### src/rtl/lsu_byte_sequencer.sv
// LSU initiator for an 8-bit dual-port RAM: splits one byte/half/word request
// into byte beats on ports A/B and returns a sign- or zero-extended response.
module lsu_byte_sequencer #(
    parameter int ADDR_W = 15
) (
    input  logic              clk,
    input  logic              rst,
    input  logic              req_valid,
    output logic              req_ready,
    input  logic              req_we,
    input  logic [1:0]        req_size,
    input  logic              req_unsigned,
    input  logic [ADDR_W-1:0] req_addr,
    input  logic [31:0]       req_wdata,
    output logic              rsp_valid,
    input  logic              rsp_ready,
    output logic [31:0]       rsp_rdata,
    output logic              rsp_err,
    output logic [ADDR_W-1:0] ram_addr_a,
    output logic [7:0]        ram_wdata_a,
    output logic              ram_we_a,
    input  logic [7:0]        ram_rdata_a,
    output logic [ADDR_W-1:0] ram_addr_b,
    output logic [7:0]        ram_wdata_b,
    output logic              ram_we_b,
    input  logic [7:0]        ram_rdata_b
);

    typedef enum logic [2:0] {
        S_IDLE   = 3'd0,
        S_ISSUE0 = 3'd1,
        S_ISSUE1 = 3'd2,
        S_DRAIN  = 3'd3,
        S_RESP   = 3'd4
    } state_t;

    localparam logic [1:0] SZ_BYTE = 2'd0;
    localparam logic [1:0] SZ_HALF = 2'd1;
    localparam logic [1:0] SZ_WORD = 2'd2;

    state_t            state_q, state_d;
    logic              we_q, we_d;
    logic [1:0]        size_q, size_d;
    logic              uns_q, uns_d;
    logic [ADDR_W-1:0] addr_q, addr_d;
    logic [31:0]       wdata_q, wdata_d;
    logic              err_q, err_d;
    logic [31:0]       buf_q, buf_d;
    logic [31:0]       ext_s;

    function automatic logic is_misaligned(input logic [1:0] size, input logic [1:0] lo);
        logic m;
        case (size)
            SZ_BYTE: m = 1'b0;
            SZ_HALF: m = lo[0];
            SZ_WORD: m = (lo != 2'b00);
            default: m = 1'b1;
        endcase
        return m;
    endfunction

    // State and latched-request registers.
    always_ff @(posedge clk) begin
        if (rst) begin
            state_q <= S_IDLE;
            we_q    <= 1'b0;
            size_q  <= 2'd0;
            uns_q   <= 1'b0;
            addr_q  <= '0;
            wdata_q <= 32'd0;
            err_q   <= 1'b0;
            buf_q   <= 32'd0;
        end else begin
            state_q <= state_d;
            we_q    <= we_d;
            size_q  <= size_d;
            uns_q   <= uns_d;
            addr_q  <= addr_d;
            wdata_q <= wdata_d;
            err_q   <= err_d;
            buf_q   <= buf_d;
        end
    end

    // Next state, request latch and read-beat capture.
    always_comb begin
        state_d = state_q;
        we_d    = we_q;
        size_d  = size_q;
        uns_d   = uns_q;
        addr_d  = addr_q;
        wdata_d = wdata_q;
        err_d   = err_q;
        buf_d   = buf_q;
        case (state_q)
            S_IDLE: begin
                if (req_valid) begin
                    we_d    = req_we;
                    size_d  = req_size;
                    uns_d   = req_unsigned;
                    addr_d  = req_addr;
                    wdata_d = req_wdata;
                    buf_d   = 32'd0;
                    err_d   = is_misaligned(req_size, req_addr[1:0]);
                    state_d = err_d ? S_RESP : S_ISSUE0;
                end else begin
                    state_d = S_IDLE;
                end
            end
            S_ISSUE0: begin
                state_d = (size_q == SZ_WORD) ? S_ISSUE1 : S_DRAIN;
            end
            S_ISSUE1: begin
                // Read data for the ISSUE0 beat arrives one cycle late.
                buf_d[15:0] = {ram_rdata_b, ram_rdata_a};
                state_d     = S_DRAIN;
            end
            S_DRAIN: begin
                if (size_q == SZ_WORD) begin
                    buf_d[31:16] = {ram_rdata_b, ram_rdata_a};
                end else begin
                    buf_d[15:0] = {ram_rdata_b, ram_rdata_a};
                end
                state_d = S_RESP;
            end
            S_RESP: begin
                if (rsp_ready) begin
                    state_d = S_IDLE;
                end else begin
                    state_d = S_RESP;
                end
            end
            default: state_d = S_IDLE;
        endcase
    end

    // Load extension of the assembled buffer.
    always_comb begin
        ext_s = buf_q;
        case (size_q)
            SZ_BYTE: ext_s = uns_q ? {24'd0, buf_q[7:0]} : {{24{buf_q[7]}}, buf_q[7:0]};
            SZ_HALF: ext_s = uns_q ? {16'd0, buf_q[15:0]} : {{16{buf_q[15]}}, buf_q[15:0]};
            default: ext_s = buf_q;
        endcase
    end

    // Port and handshake outputs, decoded only from registered state.
    always_comb begin
        req_ready   = 1'b0;
        rsp_valid   = 1'b0;
        rsp_err     = 1'b0;
        rsp_rdata   = 32'd0;
        ram_addr_a  = '0;
        ram_addr_b  = '0;
        ram_wdata_a = 8'd0;
        ram_wdata_b = 8'd0;
        ram_we_a    = 1'b0;
        ram_we_b    = 1'b0;
        case (state_q)
            S_IDLE: req_ready = 1'b1;
            S_ISSUE0: begin
                ram_addr_a = addr_q;
                ram_addr_b = addr_q + ADDR_W'(1);
                if (we_q) begin
                    ram_wdata_a = wdata_q[7:0];
                    ram_wdata_b = wdata_q[15:8];
                    ram_we_a    = 1'b1;
                    ram_we_b    = (size_q != SZ_BYTE);
                end else begin
                    ram_we_a = 1'b0;
                end
            end
            S_ISSUE1: begin
                ram_addr_a = addr_q + ADDR_W'(2);
                ram_addr_b = addr_q + ADDR_W'(3);
                if (we_q) begin
                    ram_wdata_a = wdata_q[23:16];
                    ram_wdata_b = wdata_q[31:24];
                    ram_we_a    = 1'b1;
                    ram_we_b    = 1'b1;
                end else begin
                    ram_we_a = 1'b0;
                end
            end
            S_DRAIN: begin
                if (size_q == SZ_WORD) begin
                    ram_addr_a = addr_q + ADDR_W'(2);
                    ram_addr_b = addr_q + ADDR_W'(3);
                end else begin
                    ram_addr_a = addr_q;
                    ram_addr_b = addr_q + ADDR_W'(1);
                end
            end
            S_RESP: begin
                rsp_valid = 1'b1;
                rsp_err   = err_q;
                rsp_rdata = (err_q || we_q) ? 32'd0 : ext_s;
            end
            default: req_ready = 1'b0;
        endcase
    end

endmodule

### config.mk
export PLATFORM = sky130hd
export DESIGN_NAME = lsu_byte_sequencer
export DESIGN_NICKNAME = d
export VERILOG_FILES = /design/src/rtl/lsu_byte_sequencer.sv
export SDC_FILE = /design/constraint.sdc
export NUM_CORES = 1
export LEC_CHECK = 0
export CELL_PAD_IN_SITES_DETAIL_PLACEMENT = 0
export CELL_PAD_IN_SITES_GLOBAL_PLACEMENT = 1
export CORE_MARGIN = 2
export CORE_UTILIZATION = 33
export CTS_CLUSTER_SIZE = 20
export DETAILED_ROUTE_END_ITERATION = 10
export GPL_TIMING_DRIVEN = 0
export PLACE_DENSITY_LB_ADDON = 0.1
export SYNTH_ARGS = -nofsm -noshare
export SYNTH_HDL_FRONTEND = slang
export SYNTH_SLANG_ARGS = --single-unit
### constraint.sdc
create_clock -name clk -period 3.3 [get_ports clk]
set_input_delay 0.825 -clock clk [delete_from_list [all_inputs] [get_ports clk]]
set_output_delay 0.825 -clock clk [all_outputs]
set_load 0.05 [all_outputs]
# Word level (Yosys, flattened, before mapping)
# Cells that the tools add are included.
[op_classes]
n_addsub = 3
n_eq_ne = 11
muxes = 35
reduce_logical = 12
[ops]
columns = ["operator", "count"]
rows = [
  ["32-bit 2-to-1 mux", 5],
  ["15-bit case mux with 3 select lines", 2],
  ["32-bit case mux with 2 select lines", 1],
  ["16-bit case mux with 3 select lines", 1],
  ["16-bit 2-to-1 mux", 2],
  ["8-bit 2-to-1 mux", 4],
  ["16-bit case mux with 2 select lines", 1],
  ["8-bit case mux with 2 select lines", 2],
  ["15-bit by 2-bit adder with 15-bit output, second input constant", 2],
  ["15-bit 2-to-1 mux", 2],
  ["15-bit by 1-bit adder with 15-bit output, second input constant", 1],
  ["3-bit case mux with 5 select lines", 1],
  ["1-bit 2-to-1 mux", 9],
  ["3-bit 2-to-1 mux", 3],
  ["3-bit by 2-bit equality test with 1-bit output, second input constant", 2],
  ["2-bit != test, second input constant", 3],
  ["3-bit AND reduction", 2],
  ["2-bit nonzero test", 3],
  ["2-bit by 1-bit equality test with 1-bit output, second input constant", 2],
  ["2-bit equality test, second input constant", 2],
  ["2-bit zero test", 2],
  ["3-bit by 1-bit equality test with 1-bit output, second input constant", 1],
  ["3-bit equality test, second input constant", 1],
  ["3-bit zero test", 1],
  ["other kinds (6)", 6],
]
[word_totals]
register_bits = 87
inputBits = 71
out_inout_bits = 83
wordCells = 70

# Depth between registers and ports, before layout
[logic_depth]
depth_word = 7
depth_mapped = 7
depth_no_buf = 6

# Worst setup path after synthesis
# No wires, ideal clock.
[synth_timing]
path_kind = "register to output"
from = "register addr_q[1]"
to = "output ram_addr_a[7]"
t_arrival_ns = 2.259
required_time_ns = 2.475
slack_ns = 0.216
stages_incl_launch_ff = 6
path_buffers = 0
path_cell_list = "dfxtp_1 > ha_1 > nand3_1 > a211oi_1 > a31oi_1 > a31oi_1"
[synth_via]
elab_chain_len = 3
[synth_rtl]
columns = ["item", "line_no", "rtl"]
rows = [
  ["start: declaration", "45", "logic [ADDR_W-1:0] addr_q, addr_d;"],
  ["start signal: assignment", "78", "addr_q <= addr_d;"],
  ["15-bit by 2-bit adder with 15-bit output *", "174, 187", ""],
  ["15-bit 2-to-1 mux", "186", "if (size_q == SZ_WORD) begin"],
  ["15-bit case mux with 3 select lines *", "159", "case (state_q)"],
  ["end: declaration", "19", "output logic [ADDR_W-1:0] ram_addr_a,"],
]
# Mark *: on every way between the ends. The rest lies on a longest branch, timed or not.

# Final worst setup path
[layout_timing]
from = "register state_q[2]"
to = "output rsp_rdata[4]"
[layout_via]
elab_chain_len = 2
[layout_rtl]
columns = ["item", "line_no", "rtl"]
rows = [
  ["start: declaration", "41", "state_t state_q, state_d;"],
  ["start signal: assignment", "74", "state_q <= state_d;"],
  ["3-bit equality test", "159", ""],
  ["32-bit 2-to-1 mux", "159", ""],
  ["end: declaration", "17", "output logic [31:0] rsp_rdata,"],
]
# Every way passes these cells.

==> results.json <==
{
  "run_status": "finished clean",
  "tritoncts": "yes",
  "ant_nets": 0,
  "grt_max_degree": 15,
  "drc": 0,
  "startpoint": "state_q[2]",
  "ff_latch_area_um2": 1750,
  "path_max_fanout": 10,
  "vias": 5541,
  "synth_area_leader_cell": "dfxtp_1",
  "synthArstFlopShare": 0,
  "layout_setup_ws_ps": 71.7,
  "antennaDiodeCount": 0,
  "die_area_um2": 15900,
  "post-route-period-util": 0.978,
  "yosysMostFrequentCell": "nand2_1",
  "clkTransAtPathRegs_ps": 60,
  "cts.sinks": 87,
  "finalPower_mw": 4.28,
  "vdd_drop_max_mv": 0.291,
  "slowest_stage": "dlygate4sd2_1",
  "grt_usage": 0.214,
  "finalSetupTns_ps": 0,
  "yosys_warnings": 0,
  "wl_per_cell_um": 16.7,
  "synthTopCellsByArea": "dfxtp_1 35%, a21oi_1 13%, nand2_1 11%",
  "hold_class": "flip-flop to flip-flop",
  "multi_input_area_um2": 2820,
  "relSlewSlack": 0.319,
  "dp_hpwl_um": 13100,
  "start_util": 0.338,
  "syn_avg_cell_area_um2": 7.08,
  "area_delta_synth_final_pct": 40.3,
  "numCtsBuffers": 9,
  "crit_required_ps": 2470,
  "cpPeakStageDelay_ps": 530,
  "p_leak_nw": 2.63,
  "cpLargestDelayFamily": "buffers and inverters",
  "die_w_um": 126,
  "numPortBuffers": 152,
  "final_area_um2": 6890,
  "grt_pass1_vias": 5284,
  "firstDrtPassIters": 5,
  "grt_antenna_before_repair": 0,
  "nNetsFinal": 936,
  "worst_pin_slew_ps": 1020,
  "fin_skew_ps": 6.24,
  "cp_common_cell": "buf_4",
  "io_pins": 154,
  "synth_nets": 769,
  "rows": 44,
  "setup.worst_path.end_class": "output pin",
  "r2r_end": "buf_q[26]",
  "ys_ff_latch": 87,
  "path_class": "flip-flop to output pin",
  "rr_startpoint": "state_q[0]",
  "synth_edf_count": 0,
  "die_h_um": 126,
  "r2r.worst_path.cells": 6,
  "max-cap-violations": 0,
  "nFillCells": 1534,
  "setup_viol": 0,
  "place_ws_ps": -339,
  "synth_ff_type": "dfxtp_1",
  "core_region_area_um2": 14500,
  "final_layout_size_suffix_gt1_frac": 0.163,
  "synth_commonest_cells": "150 x nand2_1, 123 x a21oi_1, 87 x dfxtp_1",
  "startpoint_type": "flip-flop",
  "synth_top_area_frac": 0.355,
  "worst-path-buf-inv": 3,
  "drt-initial-drc-count": 317,
  "ys_types": 61,
  "grt_pass1_wl_um": 27600,
  "yosysSeqAreaShare": 0.355,
  "whs_path_depth": 2,
  "powerDensity_nw_per_um2": 621,
  "htree_num_levels": 3,
  "report.final.slew_viol_count": 0,
  "grt_overflow": 0,
  "gp_congestion": 0.855,
  "dpl-instance-area_um2": 6660,
  "clkLatencyLatePin_ps": 340,
  "worstSetupPathDepth": 6,
  "drt_wl_total_um": 17600,
  "clockBufferDepth": 2,
  "syn_inst": 694,
  "root_buffer": "clkbuf_16",
  "crit_end": "rsp_rdata[4]",
  "max_freq_mhz": 310,
  "regToRegSetupSlack_ps": 1210,
  "worstPathArrival_ps": 2400,
  "hold_viol": 0,
  "vias_per_cell": 5.28,
  "min_period_ps": 3230,
  "path_cells": "buf_4 > or3b_4 > nor3_4 > buf_4 > and2_1 > dlygate4sd2_1",
  "grt_setup_unrepaired": "no",
  "synth_area_um2": 4910
}
worst min path at each step:
stage,start,endpoint,slack [ps]
2_1_floorplan,buf_q[16],buf_q[16],430
3_3_place_gp,buf_q[27],buf_q[27],440
3_5_place_dp,buf_q[16],buf_q[16],440
4_1_cts,wdata_q[15],wdata_q[15],460
5_1_grt,wdata_q[15],wdata_q[15],480
6_report,buf_q[17],buf_q[17],450
flip-flops by register name, summed over array words and instances, names as in the netlist:
signal / cells
uns_q: 1
err_q: 1
size_q: 2
we_q: 1
addr_q: 15
wdata_q: 32
buf_q: 32
state_q: 3
per-stage QoR:
| step | util | std cells | hold WS [ps] |
|---|---|---|---|
| 5_1_grt | 0.474 | 1050 | 475 |
| 6_report | 0.474 | 1050 | 454 |
| 3_5_place_dp | 0.458 | 1030 | 445 |
| 4_1_cts | 0.480 | 1049 | 458 |
| 3_3_place_gp | 0.458 | 1030 | 442 |
| 2_1_floorplan | - | 694 | 432 |
repair_timing:
| item | CTS | global route |
|---|---|---|
| setup endpoints to repair | 82 | 57 |
| gates resized for setup | 233 | 94 |
| pin swaps | 3 | 1 |
| setup buffers | 6 | 1 |
| hold buffers | 0 | 0 |
where the power goes:
part,total [mW],switching [mW],internal (mW),leakage [nW]
clock,1.02,0.429,0.589,0.144
combinational,1.93,1.32,0.614,1.77
sequential,1.33,0.125,1.20,0.710
per-layer routing:
metal  GRT usage  vias up  part of all wire
met5           0        -                 0
met1       0.281     2508              0.44
li1            -     2761                 -
met2       0.341      235              0.46
met4      0.0866        0             0.026
met3      0.0480       37             0.070
cell families after synthesis:
group | synth area share
adder cells (fa/ha/maj) | 0.0102
multiplexers | 0.00433
AND/OR/NAND/NOR | 0.265
buffers and inverters | 0.0838
AO/OA/AOI/OAI | 0.280
XOR/XNOR | 0.00178
flip-flops | 0.355
placed cells by master, fill, tap and decap left out, types with 3 or more instances in the layout:
master / n
o21ai_0: 38
clkbuf_16: 9
buf_4: 12
nand2b_1: 3
clkdlybuf4s15_1: 3
o21a_1: 4
clkbuf_4: 10
nor2b_1: 3
inv_1: 27
a31oi_1: 10
nand4_1: 6
or2_2: 3
clkbuf_2: 16
clkbuf_1: 29
or3_1: 18
buf_6: 4
a22o_1: 23
o22ai_1: 8
and3_1: 3
buf_2: 43
nor4_1: 6
nand2_1: 149
nand3b_1: 4
ha_1: 3
a21oi_1: 122
dfxtp_1: 85
clkdlybuf4s15_2: 13
clkdlybuf4s50_1: 70
nor2_1: 20
nor3_1: 13
dlygate4sd2_1: 20
and2_1: 9
nand3_1: 22
final cells by class:
type | count | share of cell area
plain buffers | 63 | 0.0454
repair buffers | 159 | 0.202
inverters | 27 | 0.0147
clock buffers | 11 | 0.0338
flip-flops and latches | 87 | 0.253
well taps | 184 | 0.0334
multi-input cells | 514 | 0.409
clock inverters | 5 | 0.00835
worst register-to-register path: stages (launching register included):
cell and delay, ps:
dfxtp_1 290, buf_2 170, nor4b_2 880, a21oi_2 190, buf_2 270, nand2_1 90, a21oi_1 60
(Power assumes the default switching activity.)
